`src/rtl/ps2_pkg.sv`:
```
// Scan code set 2 constants, direction encodings and decoder FSM states.
// Shared by ps2_key_decoder and ps2_dir_arbiter.
package ps2_pkg;

    localparam logic [7:0] SC_EXT   = 8'hE0;
    localparam logic [7:0] SC_BRK   = 8'hF0;
    localparam logic [7:0] SC_UP    = 8'h75;
    localparam logic [7:0] SC_DOWN  = 8'h72;
    localparam logic [7:0] SC_LEFT  = 8'h6B;
    localparam logic [7:0] SC_RIGHT = 8'h74;
    localparam logic [7:0] SC_ENTER = 8'h5A;
    localparam logic [7:0] SC_P     = 8'h4D;
    localparam logic [7:0] SC_W     = 8'h1D;
    localparam logic [7:0] SC_A     = 8'h1C;
    localparam logic [7:0] SC_S     = 8'h1B;
    localparam logic [7:0] SC_D     = 8'h23;

    // Direction code doubles as the bit index into key_held.
    localparam logic [1:0] DIR_UP    = 2'b00;
    localparam logic [1:0] DIR_DOWN  = 2'b01;
    localparam logic [1:0] DIR_LEFT  = 2'b10;
    localparam logic [1:0] DIR_RIGHT = 2'b11;

    typedef enum logic [1:0] {
        ST_IDLE,
        ST_EXT,
        ST_BRK,
        ST_EXT_BRK
    } ps2_state_e;

    function automatic logic [1:0] prio_dir(input logic [3:0] held);
        if (held[0]) return DIR_UP;
        else if (held[1]) return DIR_DOWN;
        else if (held[2]) return DIR_LEFT;
        else return DIR_RIGHT;
    endfunction

endpackage

```
`src/rtl/ps2_dir_arbiter.sv`:
```
// Last-pressed-wins direction register with priority fallback on release.
// held is the next-cycle held vector, so dir and dir_valid track key_held.
module ps2_dir_arbiter
    import ps2_pkg::*;
(
    input  logic       clk,
    input  logic       rst,
    input  logic [3:0] held,
    input  logic       make_vld,
    input  logic [1:0] make_dir,
    input  logic       rel_vld,
    output logic [1:0] dir,
    output logic       dir_valid
);

    logic [1:0] dir_q;
    logic [1:0] dir_d;
    logic       dir_valid_q;
    logic       dir_valid_d;

    always_comb begin
        dir_d       = dir_q;
        dir_valid_d = |held;
        if (make_vld) begin
            dir_d = make_dir;
        end else if (rel_vld && !held[dir_q] && (|held)) begin
            dir_d = prio_dir(held);
        end
    end

    always_ff @(posedge clk) begin
        if (rst) begin
            dir_q       <= DIR_UP;
            dir_valid_q <= 1'b0;
        end else begin
            dir_q       <= dir_d;
            dir_valid_q <= dir_valid_d;
        end
    end

    assign dir       = dir_q;
    assign dir_valid = dir_valid_q;

endmodule

```
`src/rtl/ps2_key_decoder.sv`:
```
// PS/2 set 2 make/break decoder for game keys, arrows plus Enter/P.
// Define PS2_WASD_EN to also map W/A/S/D onto the four directions.
module ps2_key_decoder
    import ps2_pkg::*;
#(
    parameter int PREFIX_TIMEOUT = 200000,
    parameter int CNT_W          = 18
) (
    input  logic       clk,
    input  logic       rst,
    input  logic [7:0] rx_data,
    input  logic       rx_valid,
    output logic       rx_ack,
    output logic [1:0] dir,
    output logic       dir_valid,
    output logic [3:0] key_held,
    output logic       start_pulse,
    output logic       pause_pulse,
    output logic       seq_error
);

    ps2_state_e       state_q;
    ps2_state_e       state_d;
    logic [CNT_W-1:0] cnt_q;
    logic [CNT_W-1:0] cnt_d;
    logic             rx_ack_q;
    logic             rx_ack_d;
    logic             seq_error_q;
    logic             seq_error_d;
    logic [3:0]       arrow_held_q;
    logic [3:0]       arrow_held_d;
    logic             enter_held_q;
    logic             enter_held_d;
    logic             p_held_q;
    logic             p_held_d;
    logic             start_pulse_q;
    logic             start_pulse_d;
    logic             pause_pulse_q;
    logic             pause_pulse_d;

    logic             accept;
    logic             make_ev;
    logic             brk_ev;
    logic             ext_ev;
    logic             dir_hit;
    logic             arrow_hit;
    logic [1:0]       dir_idx;
    logic [3:0]       held_next;

`ifdef PS2_WASD_EN
    logic [3:0]       wasd_held_q;
    logic [3:0]       wasd_held_d;
    logic             wasd_hit;
`endif

    // rx_valid stays high through the ack cycle, so it is masked then.
    assign accept   = rx_valid && !rx_ack_q;
    assign rx_ack_d = accept;

    always_comb begin
        state_d     = state_q;
        cnt_d       = cnt_q;
        seq_error_d = seq_error_q;
        make_ev     = 1'b0;
        brk_ev      = 1'b0;
        ext_ev      = 1'b0;
        if (accept) begin
            cnt_d = '0;
            unique case (state_q)
                ST_IDLE: begin
                    if (rx_data == SC_EXT) state_d = ST_EXT;
                    else if (rx_data == SC_BRK) state_d = ST_BRK;
                    else make_ev = 1'b1;
                end
                ST_EXT: begin
                    if (rx_data == SC_BRK) begin
                        state_d = ST_EXT_BRK;
                    end else if (rx_data != SC_EXT) begin
                        make_ev = 1'b1;
                        ext_ev  = 1'b1;
                        state_d = ST_IDLE;
                    end
                end
                ST_BRK, ST_EXT_BRK: begin
                    state_d = ST_IDLE;
                    if (rx_data == SC_EXT || rx_data == SC_BRK) begin
                        seq_error_d = 1'b1;
                    end else begin
                        brk_ev = 1'b1;
                        ext_ev = (state_q == ST_EXT_BRK);
                    end
                end
                default: state_d = ST_IDLE;
            endcase
        end else if (state_q != ST_IDLE) begin
            if (cnt_q == CNT_W'(PREFIX_TIMEOUT)) begin
                state_d     = ST_IDLE;
                seq_error_d = 1'b1;
                cnt_d       = '0;
            end else begin
                cnt_d = cnt_q + 1'b1;
            end
        end
    end

    always_comb begin
        dir_hit = 1'b0;
        dir_idx = DIR_UP;
`ifdef PS2_WASD_EN
        wasd_hit = 1'b0;
`endif
        if ((make_ev || brk_ev) && ext_ev) begin
            unique case (rx_data)
                SC_UP:    begin dir_hit = 1'b1; dir_idx = DIR_UP;    end
                SC_DOWN:  begin dir_hit = 1'b1; dir_idx = DIR_DOWN;  end
                SC_LEFT:  begin dir_hit = 1'b1; dir_idx = DIR_LEFT;  end
                SC_RIGHT: begin dir_hit = 1'b1; dir_idx = DIR_RIGHT; end
                default:  ;
            endcase
        end
`ifdef PS2_WASD_EN
        else if (make_ev || brk_ev) begin
            unique case (rx_data)
                SC_W:    begin wasd_hit = 1'b1; dir_idx = DIR_UP;    end
                SC_S:    begin wasd_hit = 1'b1; dir_idx = DIR_DOWN;  end
                SC_A:    begin wasd_hit = 1'b1; dir_idx = DIR_LEFT;  end
                SC_D:    begin wasd_hit = 1'b1; dir_idx = DIR_RIGHT; end
                default: ;
            endcase
            dir_hit = wasd_hit;
        end
        arrow_hit = dir_hit && !wasd_hit;
`else
        arrow_hit = dir_hit;
`endif
    end

    always_comb begin
        arrow_held_d  = arrow_held_q;
        enter_held_d  = enter_held_q;
        p_held_d      = p_held_q;
        start_pulse_d = 1'b0;
        pause_pulse_d = 1'b0;
        if (arrow_hit) arrow_held_d[dir_idx] = make_ev;
        if ((make_ev || brk_ev) && !ext_ev) begin
            if (rx_data == SC_ENTER) begin
                enter_held_d  = make_ev;
                start_pulse_d = make_ev && !enter_held_q;
            end
            if (rx_data == SC_P) begin
                p_held_d      = make_ev;
                pause_pulse_d = make_ev && !p_held_q;
            end
        end
    end

`ifdef PS2_WASD_EN
    always_comb begin
        wasd_held_d = wasd_held_q;
        if (wasd_hit) wasd_held_d[dir_idx] = make_ev;
    end

    always_ff @(posedge clk) begin
        if (rst) wasd_held_q <= '0;
        else     wasd_held_q <= wasd_held_d;
    end

    assign held_next = arrow_held_d | wasd_held_d;
    assign key_held  = arrow_held_q | wasd_held_q;
`else
    assign held_next = arrow_held_d;
    assign key_held  = arrow_held_q;
`endif

    always_ff @(posedge clk) begin
        if (rst) begin
            state_q       <= ST_IDLE;
            cnt_q         <= '0;
            rx_ack_q      <= 1'b0;
            seq_error_q   <= 1'b0;
            arrow_held_q  <= '0;
            enter_held_q  <= 1'b0;
            p_held_q      <= 1'b0;
            start_pulse_q <= 1'b0;
            pause_pulse_q <= 1'b0;
        end else begin
            state_q       <= state_d;
            cnt_q         <= cnt_d;
            rx_ack_q      <= rx_ack_d;
            seq_error_q   <= seq_error_d;
            arrow_held_q  <= arrow_held_d;
            enter_held_q  <= enter_held_d;
            p_held_q      <= p_held_d;
            start_pulse_q <= start_pulse_d;
            pause_pulse_q <= pause_pulse_d;
        end
    end

    ps2_dir_arbiter u_arb (
        .clk       (clk),
        .rst       (rst),
        .held      (held_next),
        .make_vld  (make_ev && dir_hit),
        .make_dir  (dir_idx),
        .rel_vld   (brk_ev && dir_hit),
        .dir       (dir),
        .dir_valid (dir_valid)
    );

    assign rx_ack      = rx_ack_q;
    assign start_pulse = start_pulse_q;
    assign pause_pulse = pause_pulse_q;
    assign seq_error   = seq_error_q;

endmodule

```
`config.mk`:
```
export PLATFORM = sky130hd
export DESIGN_NAME = ps2_key_decoder
export DESIGN_NICKNAME = d
export VERILOG_FILES = /design/src/rtl/ps2_pkg.sv /design/src/rtl/ps2_dir_arbiter.sv /design/src/rtl/ps2_key_decoder.sv
export SDC_FILE = /design/constraint.sdc
export NUM_CORES = 1
export LEC_CHECK = 0
export CAP_MARGIN = 5
export CORE_ASPECT_RATIO = 0.9
export CORE_MARGIN = 2
export CORE_UTILIZATION = 56
export CTS_CLUSTER_SIZE = 25
export DETAILED_ROUTE_END_ITERATION = 10
export GPL_TIMING_DRIVEN = 0
export PLACE_DENSITY = 0.79
export SLEW_MARGIN = 25
export SYNTH_ARGS = -nofsm -noshare
export SYNTH_HDL_FRONTEND = slang
export SYNTH_HIERARCHICAL = 1
export SYNTH_SLANG_ARGS = --single-unit
```
`constraint.sdc`:
```
create_clock -name clk -period 3 [get_ports clk]
set_input_delay 0.75 -clock clk [delete_from_list [all_inputs] [get_ports clk]]
set_output_delay 0.75 -clock clk [all_outputs]
set_load 0.02 [all_outputs]
```
* Word level (Yosys, flattened, before mapping) *
Cells that the tools add are included.

word-level totals
  flip-flop bits (word level) = 33
  memory bits (read-only) = 0
  output and inout port bits = 11
  memories kept = 0
  RAM bits = 0
  bits in latches = 0
  word-level logic and storage cells = 108

cells by class
  $lt $le $gt $ge = 3
  bitwise operators = 3
  multiplexer cells = 41
  add/sub/neg operators = 1
  reductions and logical operators = 32
  shift-type cells = 0
  multipliers = 0
  div/mod/pow operators = 0
  eq/ne operators = 17

operators with widths
  cell                     number
  $eq A8 B7 Y1 const B     6
  $mux W2                  12
  $mux W1                  20
  $add A18 B1 Y18 const B  1
  $eq A18 B18 Y1 const B   1
  $mux W18                 1
  $eq A8 B8 Y1 const B     2
  $pmux W2 S3              2
  $logic_and A1 B1 Y1      10
  $ne A4 B4 Y1 const B     2
  $ne A8 B8 Y1 const B     1
  $reduce_and A4 Y1        2
  $reduce_bool A2 Y1       4
  $reduce_or A4 Y1         2
  $lt A2 B3 Y1 const B     2
  $reduce_or A3 Y1         2
  $logic_not A1 Y1         5
  $bwmux W4                1
  $eq A2 B2 Y1 const B     2
  $mux W4                  1
  $ne A2 B1 Y1 const B     2
  $pmux W1 S2              2
  $reduce_and A2 Y1        2
  $reduce_or A2 Y1         2
  other kinds (7)          10

* Logic depth before layout (Yosys ltp) *
  word-level depth = 21
  gate-level depth with buffers = 9
  depth with buffers taken out = 8

* Cells and area by module *
The synthesis kept the hierarchy.

modules (own cells, without submodules)
  module           times used  area each (µm²)  cells an instance
  ps2_key_decoder  1           1727.9           194
  ps2_dir_arbiter  1           239.0            30

* Worst setup path before layout *
OpenSTA, ideal clock, no wires.

  path kind = input-to-reg
  from = input port rx_data[0]
  to = register u_arb.dir_q[0] (netlist: u_arb/dir[0])
  data required time = 2869 ps
  data arrival time = 2395 ps
  cell stages on the path = 9
  setup slack = 473 ps
  path through = buf_2 > nor4b_4 > a211oi_2 > nor3b_1 > or2_1 > nor2_2 > a2111oi_2 > o41ai_1 > a21oi_2

between the ends
  cells in the longest elaborated chain, start to end = 20
  elaborated cells on any way between the ends = 48

ends and longest elaborated chain
  element                                        line                                                                 RTL
  start, declared                                ps2_key_decoder.sv:11                                                input logic [7:0] rx_data,
  $ne A8 B8 Y1 (tied with other cells)           ps2_key_decoder.sv:78                                                end else if (rx_data != SC_EXT) begin
  $mux W1 (tied with other cells)                ps2_key_decoder.sv:78
  $mux W1 (on tied branches)                     ps2_key_decoder.sv:76, ps2_key_decoder.sv:71, ps2_key_decoder.sv:86
  $pmux W1 S2 / $mux W1 (equally long branches)  ps2_key_decoder.sv:69                                                unique case (state_q)
  $mux W1                                        ps2_key_decoder.sv:67                                                if (accept) begin
  $logic_or A1 B1 Y1                             ps2_key_decoder.sv:112                                               if ((make_ev || brk_ev) && ext_ev) begin
  $logic_and A1 B1 Y1                            ps2_key_decoder.sv:112
  $mux W2                                        ps2_key_decoder.sv:112
  (+4 left out)                                  -
  $bwmux W4                                      ps2_key_decoder.sv:144                                               if (arrow_hit) arrow_held_d[dir_idx] = make_ev;
  $mux W4 *                                      ps2_key_decoder.sv:144
  named net arrow_held_d[2]                      ps2_key_decoder.sv:31                                                logic [3:0] arrow_held_d;
  $bmux W1 S2                                    ps2_dir_arbiter.sv:26                                                end else if (rel_vld && !held[dir_q] && (|held)) begin
  $mux W1 (implied by the code)                  ps2_dir_arbiter.sv:26
  $logic_not A1 Y1                               ps2_dir_arbiter.sv:26
  $logic_and A1 B1 Y1 (2 in series)              ps2_dir_arbiter.sv:26
  $reduce_bool A2 Y1 (no line)                   -
  end signal, assigned                           ps2_dir_arbiter.sv:36                                                dir_q <= dir_d;
  end, declared                                  ps2_dir_arbiter.sv:16                                                logic [1:0] dir_q;

The timed path passes the listed nets; every way through them passes the cells marked *. The select of a mux whose other input is x is not followed.
A chain may end at the register's enable or synchronous reset.

* Worst setup path in the final report *
  from = input port rx_data[2]
  to = register u_arb.dir_q[1] (netlist: u_arb/dir[1])

between the ends
  cells in the longest elaborated chain, start to end = 20
  elaborated cells on any way between the ends = 47

ends and longest elaborated chain
  element                                        line
  $ne A8 B8 Y1 (tied with other cells)           ps2_key_decoder.sv:78
  $mux W1 (tied with other cells)                ps2_key_decoder.sv:78
  $mux W1 (on tied branches)                     ps2_key_decoder.sv:76, ps2_key_decoder.sv:71, ps2_key_decoder.sv:86
  $pmux W1 S2 / $mux W1 (equally long branches)  ps2_key_decoder.sv:69
  $mux W1                                        ps2_key_decoder.sv:67
  $logic_or A1 B1 Y1                             ps2_key_decoder.sv:112
  $logic_and A1 B1 Y1                            ps2_key_decoder.sv:112
  $mux W2                                        ps2_key_decoder.sv:112
  (+5 left out)                                  -
  $mux W4 *                                      ps2_key_decoder.sv:144
  named net arrow_held_d[3]                      ps2_key_decoder.sv:31
  $bmux W1 S2                                    ps2_dir_arbiter.sv:26
  $mux W1 (implied by the code)                  ps2_dir_arbiter.sv:26
  $logic_not A1 Y1                               ps2_dir_arbiter.sv:26
  $logic_and A1 B1 Y1                            ps2_dir_arbiter.sv:26
  $logic_and A1 B1 Y1 *                          ps2_dir_arbiter.sv:26
  $reduce_bool A2 Y1 (no line) *                 -

Marks and branches as above.

==> flow_summary.toml <==
[yosys]
ys_seq_elements = 33
yosys_warnings = 6
async_reset_ff_share_pct = 0
syn_area_per_cell_um2 = 8.78
synthFlopType = "dfxtp_1"
synth_nets = 237
yosysTopAreaCell = "dfxtp_1"
ys_top_cells_by_area = "dfxtp_1 34%, nor2_1 4.0%, nor4b_4 3.6%"
ys_seq_area_share_pct = 33.6
postSynthCellCount = 224
yosys.area.top_type_share_pct = 33.6
ys_types = 59
synth_edf_count = 0
synth_area_mm2 = 0.00197

[detailed_routing]
wl_per_cell_um = 15.2
detail-route-antenna-nets = 0
viasPerCell = 5.93
initialDrtViolationCount = 93
drc = 0
vias = 1750
drt_pass1_iterations = 4
routed_wl_um = 4470

[floorplan]
ioPinCount = 22
core.rowCount = 20
core-area_mm2 = 0.00338
die_x_um = 66.5
dieArea_mm2 = 0.00400
start_util_pct = 58.2
die_h_um = 60.2

[setup_path]
crit_buf_inv = 1
critPathMaxFanout = 5
crit_type = "primary input to flip-flop"
cp-start-kind = "primary input"
end_kind = "flip-flop"
path_cells = "clkdlybuf4s50_1, nor2b_2, nand4b_1, nor2_1, mux2_2, nor3_2, o32ai_1, a211o_1, a31oi_1"
path_delay_family = "simple AND/OR/NAND/NOR gates"
arrival_ps = 3130
slowest_stage = "clkdlybuf4s50_1"
max_stage_delay_ps = 610
critPathRequiredTime_ps = 3220

[clock_tree]
cts_buffer_depth = 2
h-tree-depth = 2
cts_resized = 0
clk_pin_slew_ps = 70
cts_setup_buffers = 0
cts_tree = "built"
numClockSinks = 33
cts-buffers-inserted = 5
clk_latency_ps = 290
postCtsHoldBufs = 0
root_buffer = "clkbuf_8"

[hold_path]
min_path_type = "flip-flop to flip-flop"

[sta]
setup_slack_ps = 93.7
timing.slew.headroom_pct = 67.0
setup_viol = 0
period_minus_slack_ps = 2910
slew_viol_final = 0
fin_worst_skew_ps = 5.18
tightest_slew_ps = 494
rsz0062_at_grt = "yes"
hold_viol = 0
period_share_pct = 96.9
fmax_ghz = 0.344

[power_and_ir_drop]
power.static_leakage_nw = 0.775
p_total_w = 0.000879
p_per_area_mw_per_mm2 = 373
ir_drop_v = 0.000241

[global_route]
grt_overflow_total = 0
grtUsageTotal_pct = 24.8
antenna_found_initial = 0
met2_usage_pct = 36.9
busiest_layer = "met2"
grt_pass1_vias = 1578
globalRouteMet3Util_pct = 4.52
grt_max_degree = 11
grt_pass1_wl_um = 7510
grt_use_met1_pct = 36.0

[layout]
fillers = 283
fin_nets = 263
final_cell_area_mm2 = 0.00236
diodes = 0
areaGrowthSynthToFinish_pct = 19.8
drive_gt1_share_pct = 16.3

[placed_design]
dpl-instance-area_mm2 = 0.00222
dp_slack_ps = -239
gp_congestion = 0.867
portBuffers = 20
dp_hpwl_um = 3160

[status]
status = "completed"

[flow_run]
cap_violations = 0
## flip-flops by register name, indices dropped and copies added, names as in the netlist
signal	flops
p_held_q	1
enter_held_q	1
rx_ack	1
u_arb/dir_valid	1
cnt_q	18
key_held	4
state_q	2
start_pulse	1
seq_error	1
u_arb/dir	2
pause_pulse	1
## logic make-up after synthesis
| family | synth area share (%) |
|---|---|
| AND/OR/NAND/NOR | 37.3 |
| AO/OA/AOI/OAI | 14.8 |
| flip-flops | 33.6 |
| buffers and inverters | 4.52 |
| XOR/XNOR | 5.79 |
| multiplexers | 2.67 |
| adder cells (fa/ha/maj) | 1.27 |
## path summary, 6_finish.rpt
check / from / endpoint / slack [ps] / cells after the start
setup reg to reg: state_q[0]$_SDFFE_PP0P_ / u_arb/dir[1]$_SDFFE_PP0P_ / 740 / 9
setup / recovery: rx_data[2] / u_arb/dir[1]$_SDFFE_PP0P_ / 90 / 9
hold reg to reg: enter_held_q$_SDFFE_PP0P_ / start_pulse$_SDFF_PP0_ / 430 / 1
hold / removal: enter_held_q$_SDFFE_PP0P_ / start_pulse$_SDFF_PP0_ / 430 / 1
## cell usage in the layout, fill, tap and decap left out, types with 6 or more instances in the layout
cell / count
xor2_1: 7
clkdlybuf4s50_1: 19
xnor2_1: 6
nor3_1: 9
clkbuf_8: 7
inv_1: 10
nand4_1: 9
nand2_1: 14
nand3_1: 10
nor2_1: 21
a21oi_1: 10
dfxtp_1: 33
## power breakdown
| part | internal (W) | total (W) | switching (W) |
|---|---|---|---|
| registers | 0.000439 | 0.000440 | 0.000000931 |
| clock network | 0.000207 | 0.000380 | 0.000173 |
| logic | 0.0000263 | 0.0000598 | 0.0000335 |
| total | 0.000672 | 0.000879 | 0.000207 |
## synth_stat cells, drive strengths merged, types with 4 or more instances
cell,count
nand2,14
nor3,10
nor4,6
dfxtp,33
inv,10
nand4,10
o211ai,6
and2,5
buf,6
nand2b,5
or3,4
xor2,7
nor2b,4
nand3,10
nor4b,6
o21ai,5
nor2,23
a21oi,11
xnor2,6
## metrics by stage
step                hold WS, ps  util, %  setup TNS (ps)  instances
finish                      431     69.7               0        295
global route                449     69.7           -66.2        295
detailed placement          416     65.8            -495        288
global placement            407     65.8            -465        288
floorplan                   398        -               0        224
CTS                         427     68.8               0        296
## final cells by class
class                   count  area (µm²)  share of cell area [%]
multi-input cells         173        1250                    53.1
flip-flops and latches     33         661                    28.0
repair buffers             20         203                    8.60
clock buffers               7        96.3                    4.09
well taps                  44        55.1                    2.34
plain buffers               7        47.5                    2.02
inverters                  10        37.5                    1.59
clock inverters             1        5.00                   0.212
## per-layer routing
metal,vias up,wire (µm)
met5,-,0
met4,0,68
met3,7,117
met2,29,2020
met1,837,2270
li1,877,-
## worst register-to-register path: stages (launching register included)
cell and delay (ps):
dfxtp_1 310, clkbuf_2 180, nand3b_1 140, a21o_2 260, nor2_1 210, mux2_2 420
nor3_2 150, o32ai_1 100, a211o_1 300, a31oi_1 120
(Power assumes the default switching activity.)
